[src/rtl/lookup3_key_packer.sv]
// lookup3_key_packer: packs the first 12 key bytes MSB-first into k0..k2, counts
// the key length and presents one packed key per valid/ready handshake.
`default_nettype none

module lookup3_key_packer #(
    parameter int         MAX_LEN  = 250,
    parameter logic [7:0] PAD_BYTE = 8'h00
) (
    input  logic        CLK,
    input  logic        RST,
    input  logic        in_valid,
    input  logic [7:0]  in_data,
    input  logic        in_last,
    input  logic        in_abort,
    output logic        in_ready,
    output logic        key_valid,
    input  logic        out_ready,
    output logic [7:0]  key_length,
    output logic [31:0] k0,
    output logic [31:0] k1,
    output logic [31:0] k2,
    output logic        key_err
);

    localparam logic [1:0]  S_IDLE    = 2'd0;
    localparam logic [1:0]  S_COLLECT = 2'd1;
    localparam logic [1:0]  S_EMIT    = 2'd2;
    localparam logic [7:0]  C_MAX_LEN = MAX_LEN[7:0];
    localparam logic [31:0] C_PAD     = {4{PAD_BYTE}};

    logic [1:0]  state;
    logic        accept;
    logic [7:0]  idx;
    logic [7:0]  count_next;
    logic [4:0]  lane_base;
    logic [31:0] k0_next;
    logic [31:0] k1_next;
    logic [31:0] k2_next;

    always_comb begin
        accept     = in_valid & in_ready & ~in_abort;
        idx        = (state == S_IDLE) ? 8'd0 : key_length;
        count_next = (state == S_IDLE)      ? 8'd1 :
                     (key_length == 8'hFF)  ? 8'hFF : key_length + 8'd1;
        // Lane 0 of a word is its most significant byte.
        lane_base  = {~idx[1:0], 3'b000};
        k0_next    = (state == S_IDLE) ? C_PAD : k0;
        k1_next    = (state == S_IDLE) ? C_PAD : k1;
        k2_next    = (state == S_IDLE) ? C_PAD : k2;
        if (idx < 8'd12) begin
            case (idx[3:2])
                2'd0:    k0_next[lane_base +: 8] = in_data;
                2'd1:    k1_next[lane_base +: 8] = in_data;
                default: k2_next[lane_base +: 8] = in_data;
            endcase
        end
    end

    always_ff @(posedge CLK or posedge RST) begin
        if (RST) begin
            state      <= S_IDLE;
            in_ready   <= 1'b0;
            key_valid  <= 1'b0;
            key_err    <= 1'b0;
            key_length <= 8'd0;
            k0         <= C_PAD;
            k1         <= C_PAD;
            k2         <= C_PAD;
        end else begin
            case (state)
                S_IDLE, S_COLLECT: begin
                    in_ready <= 1'b1;
                    if (in_abort) begin
                        // Abort wins over any byte or in_last in the same cycle.
                        state      <= S_IDLE;
                        key_length <= 8'd0;
                        k0         <= C_PAD;
                        k1         <= C_PAD;
                        k2         <= C_PAD;
                    end else if (accept) begin
                        k0         <= k0_next;
                        k1         <= k1_next;
                        k2         <= k2_next;
                        key_length <= count_next;
                        if (in_last) begin
                            state     <= S_EMIT;
                            key_valid <= 1'b1;
                            key_err   <= (count_next > C_MAX_LEN);
                            in_ready  <= 1'b0;
                        end else begin
                            state <= S_COLLECT;
                        end
                    end
                end
                S_EMIT: begin
                    if (out_ready) begin
                        state     <= S_IDLE;
                        key_valid <= 1'b0;
                        key_err   <= 1'b0;
                        in_ready  <= 1'b1;
                    end
                end
                default: begin
                    state    <= S_IDLE;
                    in_ready <= 1'b1;
                end
            endcase
        end
    end

endmodule

`default_nettype wire

[config.mk]
export PLATFORM = sky130hd
export DESIGN_NAME = lookup3_key_packer
export DESIGN_NICKNAME = d
export VERILOG_FILES = /design/src/rtl/lookup3_key_packer.sv
export SDC_FILE = /design/constraint.sdc
export NUM_CORES = 1
export LEC_CHECK = 0
export CORE_ASPECT_RATIO = 0.75
export CORE_MARGIN = 8
export CORE_UTILIZATION = 50
export CTS_CLUSTER_SIZE = 8
export DETAILED_ROUTE_END_ITERATION = 8
export MAX_ROUTING_LAYER = met4
export PLACE_DENSITY = 0.83
export SLEW_MARGIN = 20
export SYNTH_ARGS = -nofsm -noshare
export SYNTH_HDL_FRONTEND = slang
export SYNTH_SLANG_ARGS = --single-unit
[constraint.sdc]
create_clock -name CLK -period 11.36 [get_ports CLK]
set_input_delay 2.272 -clock CLK [delete_from_list [all_inputs] [get_ports CLK]]
set_output_delay 2.272 -clock CLK [all_outputs]
set_load 0.02 [all_outputs]
==> flow_summary.toml <==
[sta]
final.min_clock_period_ns = 4.29
rsz0062_at_grt = "false"
timing.final.hold_violations = 0
slew_headroom_pct = 35.9
fin_ws_ns = 7.07
tightest_slew_ns = 0.958
fin_crit_sh_pct = 37.7
finalMaxSlewViolations = 0
fin_tns_setup_ns = 0
fmax_mhz = 233
skew_ns = 0.0105
setup_violations = 0
hold_slack_ns = 0.492

[power_and_ir_drop]
vdd_drop_max_uv = 85.3
swShare_pct = 27.4
powerDensity_nw_per_um2 = 125
internal_power_mw = 0.571
p_sw_mw = 0.215
power_frac_comb_pct = 10.7
p_leak_nw = 2.62
pwr-share-seq_pct = 50.9
clock_power_share_pct = 38.3

[clock_tree]
cts_tree = "yes"
htreeDepth = 3
clock_path_buffers = 2
post_cts_buffers = 0
clk_pin_slew_ns = 0.07
clockRootBuffer = "clkbuf_16"
cts_buffers = 9
clk_latency_ns = 0.35
cts_sinks = 109
cts_resized = 0
hold_buffers = 0

[die]
pin_count = 121
num_rows = 30
die_x_um = 128
chipHeight_um = 100
initial_core_util_pct = 51.8
die_area_um2 = 12800
core_area_um2 = 9120

[worst_setup_path]
start_kind = "primary input"
critical_path_class = "in2reg"
cp_data_required_time_ns = 11.61
cp_top_family = "compound AO/OA/AOI/OAI gates"
critPathCaptureType = "register"
cp_data_arrival_time_ns = 4.54
timing.critical_path.buf_inv = 2
crit_chain = "clkdlybuf4s50_1 > nor4bb_1 > buf_4 > nand2_1 > o21ai_1 > o2bb2ai_1"
crit_fanout = 16
slowest_delay_ns = 0.68
critPathSlowestCell = "o21ai_1"

[synthesis]
ys_seq_area_share_pct = 57.8
synth_edf_count = 0
async_reset_ff_share_pct = 100
synth_top_area_cell = "dfrtp_1"
synth_top_area_share_pct = 57.8
synth_ff_type = "dfrtp_1"
netlist_area_um2 = 4720
syn_area_per_cell_um2 = 12.2
synthTopCellsByArea = "dfrtp_1, o2bb2ai_1, a22o_1"
ys_warn_count = 0
syn-num-nets = 405
yosysUniqueCellTypes = 52
ys_ff_latch = 109
syn_inst = 388

[placed_design]
port_buffers = 120
place_ws_ns = 6.70
dp_hpwl_mm = 9.95
gp_congestion = 0.835
place_area_um2 = 6000

[final_layout]
design_area_um2 = 6290
final_layout_size_suffix_gt1_share_pct = 8.35
final_util_pct = 68.9
synthToLayoutAreaGrowth_pct = 33.2
nNetsFinal = 515
antenna_cells = 0

[routing]
ant_nets = 0
vias = 3968
wl_per_cell_um = 22.0
drtIter0Drc = 456
route.detailed.drc = 0
drt_first_pass_iters = 5
post_drt_via_cell_ratio = 6.29
totalWireLength_mm = 13.9

[hold_path]
min_path_type = "reg2reg"

[global_route]
grt_use_total_pct = 22.4
grt_pass1_vias = 3973
grt_max_degree = 65
grt_pass1_wl_mm = 22.2
antenna_found_initial = 0
overflow = 0

[status]
run_status = "complete, no violations"

[run]
maxCapViolations = 0
per-layer routing:
layer  share of wire (%)  wire length [µm]  GRT usage [%]  up-vias
met5                   0                 0              -        -
li1                    -                 -              -     1728
met4                 1.3               174           4.83        0
met1                  45              6310           30.8     1996
met3                 8.5              1180           6.09       20
met2                  45              6210           32.4      224
final cells by class:
class,instances,area [µm²]
clock inverters,7,56.3
inverters,9,36.3
multi-input cells,247,1870
fillers,670,2830
flip-flops and latches,109,2730
clock buffers,9,225
well taps,128,160
repair buffers,122,1220
path summary, 6_finish.rpt:
check / from / endpoint / slack, ns / cells after the start
worst max register to register: key_length[7] / k1[2] / 8.70 / 4
worst max-delay path: in_abort / k2[30] / 7.07 / 6
max in group asynchronous: RST / k0[12] / 7.81 / 3
worst min-delay path: k2[24] / k2[24] / 0.49 / 1
worst min register to register: k2[24] / k2[24] / 0.49 / 1
min in group asynchronous: RST / k2[20] / 2.32 / 2
power groups by stage:
stage	Clock [mW]	Sequential [mW]	Combinational, mW
6_report	0.301	0.400	0.0842
5_1_grt	0.322	0.401	0.0917
4_1_cts	0.303	0.400	0.0835
3_5_place_dp	0	0.408	0.0827
3_3_place_gp	0	0.407	0.0803
2_1_floorplan	0	0.409	0.0483
kinds of logic after synthesis:
group           after synthesis  share of synthesized area (%)
buf+inv                      32                           2.99
flops                       109                           57.8
xor+xnor                      2                          0.371
fa+ha+maj                     3                          0.795
simple gates                 86                           11.5
compound gates              154                           26.1
mux                           2                          0.450
placed cells by master (no fill, tap or decap), drive strengths merged, types with 2 or more instances in the layout:
cell type / Yosys / routed
o2bb2ai: 50 / 50
clkinv: 0 / 3
clkdlybuf4s50: 0 / 120
nand2b: 4 / 4
o21ai: 22 / 22
a22o: 31 / 31
inv: 9 / 13
nor2b: 3 / 3
or3: 3 / 3
o21a: 3 / 3
a211oi: 5 / 5
a31oi: 5 / 5
a21o: 3 / 3
clkbuf: 10 / 9
a21boi: 2 / 2
ha: 3 / 3
o22ai: 5 / 5
and3: 3 / 3
nor3: 4 / 4
and2: 5 / 5
nand2: 29 / 29
nor2: 10 / 10
a32o: 12 / 12
dfrtp: 109 / 109
buf: 13 / 2
nand3: 8 / 8
xor2: 2 / 2
a21oi: 8 / 8
and4: 2 / 2
nor4: 10 / 10
o31ai: 2 / 2
cell usage after synthesis (3+ instances only):
master / number
nor4_2: 6
a21oi_1: 8
a32o_1: 12
clkbuf_1: 10
o21ai_0: 12
o21ai_1: 7
inv_1: 9
dfrtp_1: 109
o21ai_2: 3
o2bb2ai_1: 50
and3_1: 3
buf_1: 6
nor2b_1: 3
o21a_1: 3
nand2_1: 29
o22ai_1: 5
and2_1: 5
a21o_1: 3
nand3_1: 8
ha_1: 3
buf_2: 5
nor2_1: 7
nand2b_1: 4
a31oi_1: 5
a211oi_1: 5
a22o_1: 31
metrics by stage:
| stage | instances | total power [mW] |
|---|---|---|
| final | 631 | 0.786 |
| after global routing | 631 | 0.814 |
| after CTS | 631 | 0.787 |
| after detailed placement | 615 | 0.490 |
| after global placement | 615 | 0.487 |
| after floorplan | 388 | 0.457 |
registers in the layout, summed over array words and instances, names as in the netlist:
name and count:
k0 32, k1 32, key_length 8, state 2
key_err 1, key_valid 1, k2 32, in_ready 1
Power figures use the tool's default switching activity.
==> RTL edit (config.mk and constraints unchanged) <==
Make the reset (`RST`) synchronous in one clocked block.
--- a/src/rtl/lookup3_key_packer.sv
+++ b/src/rtl/lookup3_key_packer.sv
@@ -56,7 +56,7 @@
         end
     end
 
-    always_ff @(posedge CLK or posedge RST) begin
+    always_ff @(posedge CLK) begin
         if (RST) begin
             state      <= S_IDLE;
             in_ready   <= 1'b0;
Function: differs if RST is asserted again (counterexample within 4 cycles, from zero or initial values and one cycle with RST high); with RST held inactive, the same outputs for 4 cycles.
==> RTL edit against the unedited design <==
Sequential share of layout area decreased by 3.9 points. Core utilization increased by 0.52 points. Setup slack got worse by 0.29 ns. Global-route usage decreased by 0.11 points. Routed wire length decreased by 11%. Synthesized area decreased by 13%. Design area decreased by 12%. Sequential cell count unchanged. Hold slack got worse by 0.019 ns. Critical path depth unchanged. Highest routed layer unchanged.
Power is not compared: it rests on default switching activity, and its combinational part moved more than twofold at a synthesized area within 25%.
==> RTL edit: results (changes against the unedited design) <==
layout cells sized above 1 6.08% (-2.3 points); crit-path max FO 24 (+8); Reg area 0.00218 mm2 (-20%); Mapped Nets 414 (+2.2%); Slew HR 35.3% (-0.55 points); DP HPWL 8.82 mm (-11%); Root Driver clkbuf_8; DR vias 3,682 (-7.2%); synth cell count leaders dfxtp_1 (109), a22o_1 (88), nor2_1 (30); Worst-path clk slew 0.10 ns (+0.03 ns); Final Skew 0.00615 ns (-0.00436 ns); Worst R2R Path Depth 8 (+4); gr usage total 22.3% (-0.11 points); CP delay by family, top simple AND/OR/NAND/NOR gates; most area-consuming cells after synthesis dfxtp_1 (53%), a22o_1 (19%), a21oi_1 (2.8%); Fin. Hold Viols 0 (unchanged); dpl cell area 0.00535 mm2 (-11%); status complete, no violations; count leader, synth dfxtp_1; Distinct cells, synth 45 (-13%); Final Wtd Congestion 0.898 (+7.6%); WHS Path Cells 2 (+1); slowest cell delay on critical path 0.81 ns (+0.13 ns); largest net degree at the start of global routing 34 (-48%); first-pass GRT wire length 20.1 mm (-9.6%); Routed WL 12.4 mm (-11%); fraction of registers with async set or reset after synthesis 0% (-100 points); Filler cells 618 (-7.8%); crit path DAT 4.88 ns (+0.34 ns); sequential fraction of the synthesis area 53.0% (-4.8 points); final net count 522 (+1.4%); port bufs 120 (unchanged); slowest CP cell nor2_2; Pre-Repair DR Iteration Count 4 (-1)
## RTL edit: path summary, 6_finish.rpt
path	start	endpoint	slack (ns)
max	in_abort	k2[13]	6.78
min	key_valid	key_valid	0.47
max reg2reg	state[1]	k1[7]	8.66
min reg2reg	key_valid	key_valid	0.47
## RTL edit: cells by family after synthesis
kind of cell | Yosys count | synth area share [%]
AO/OA/AOI/OAI | 142 | 26.9
AND/OR/NAND/NOR | 114 | 15.9
flip-flops | 109 | 53.0
buffers and inverters | 29 | 3.28
adder cells (fa/ha/maj) | 3 | 0.911
## RTL edit: layout make-up
type / count / share of cell area [%]
Inverter: 4 / 0.272
Timing Repair Buffer: 122 / 22.0
Clock buffer: 10 / 2.31
Tap cell: 105 / 2.38
Clock inverter: 6 / 0.883
Sequential cell: 109 / 39.5
Multi-Input combinational cell: 259 / 32.6
## RTL edit: per-stage QoR
step / worst slack (ns) / hold WS [ns] / std cells
after floorplan: 7.78 / 0.500 / 397
after global placement: 6.64 / 0.442 / 599
after detailed placement: 6.48 / 0.459 / 599
after CTS: 6.83 / 0.483 / 615
after global routing: 6.57 / 0.497 / 615
final: 6.78 / 0.472 / 615
## RTL edit: per-layer routing
metal  wire (um)  GRT usage [%]  part of all wire [%]  vias up
met5           0              -                     0        -
met4          65           4.15                  0.53        0
met3        1220           7.57                   9.8        7
met2        5450           32.9                    44      166
met1        5640           29.2                    46     1793
li1            -              -                     -     1716
## RTL edit: power groups by stage
stage,Combinational (uW),Clock [uW],Sequential [uW]
floorplan,15.6,0,395
global placement,32.4,0,393
detailed placement,33.2,0,393
CTS,33.2,215,385
global route,36.4,229,385
finish,33.6,213,385
## RTL edit: worst register-to-register path: stages (launching register included)
cell	delay, ns
dfxtp_1	0.38
or2_2	0.46
nand2_1	0.20
inv_1	0.07
ha_1	0.33
nor2b_1	0.11
nand4_1	0.26
nor4b_4	0.63
a22o_1	0.22
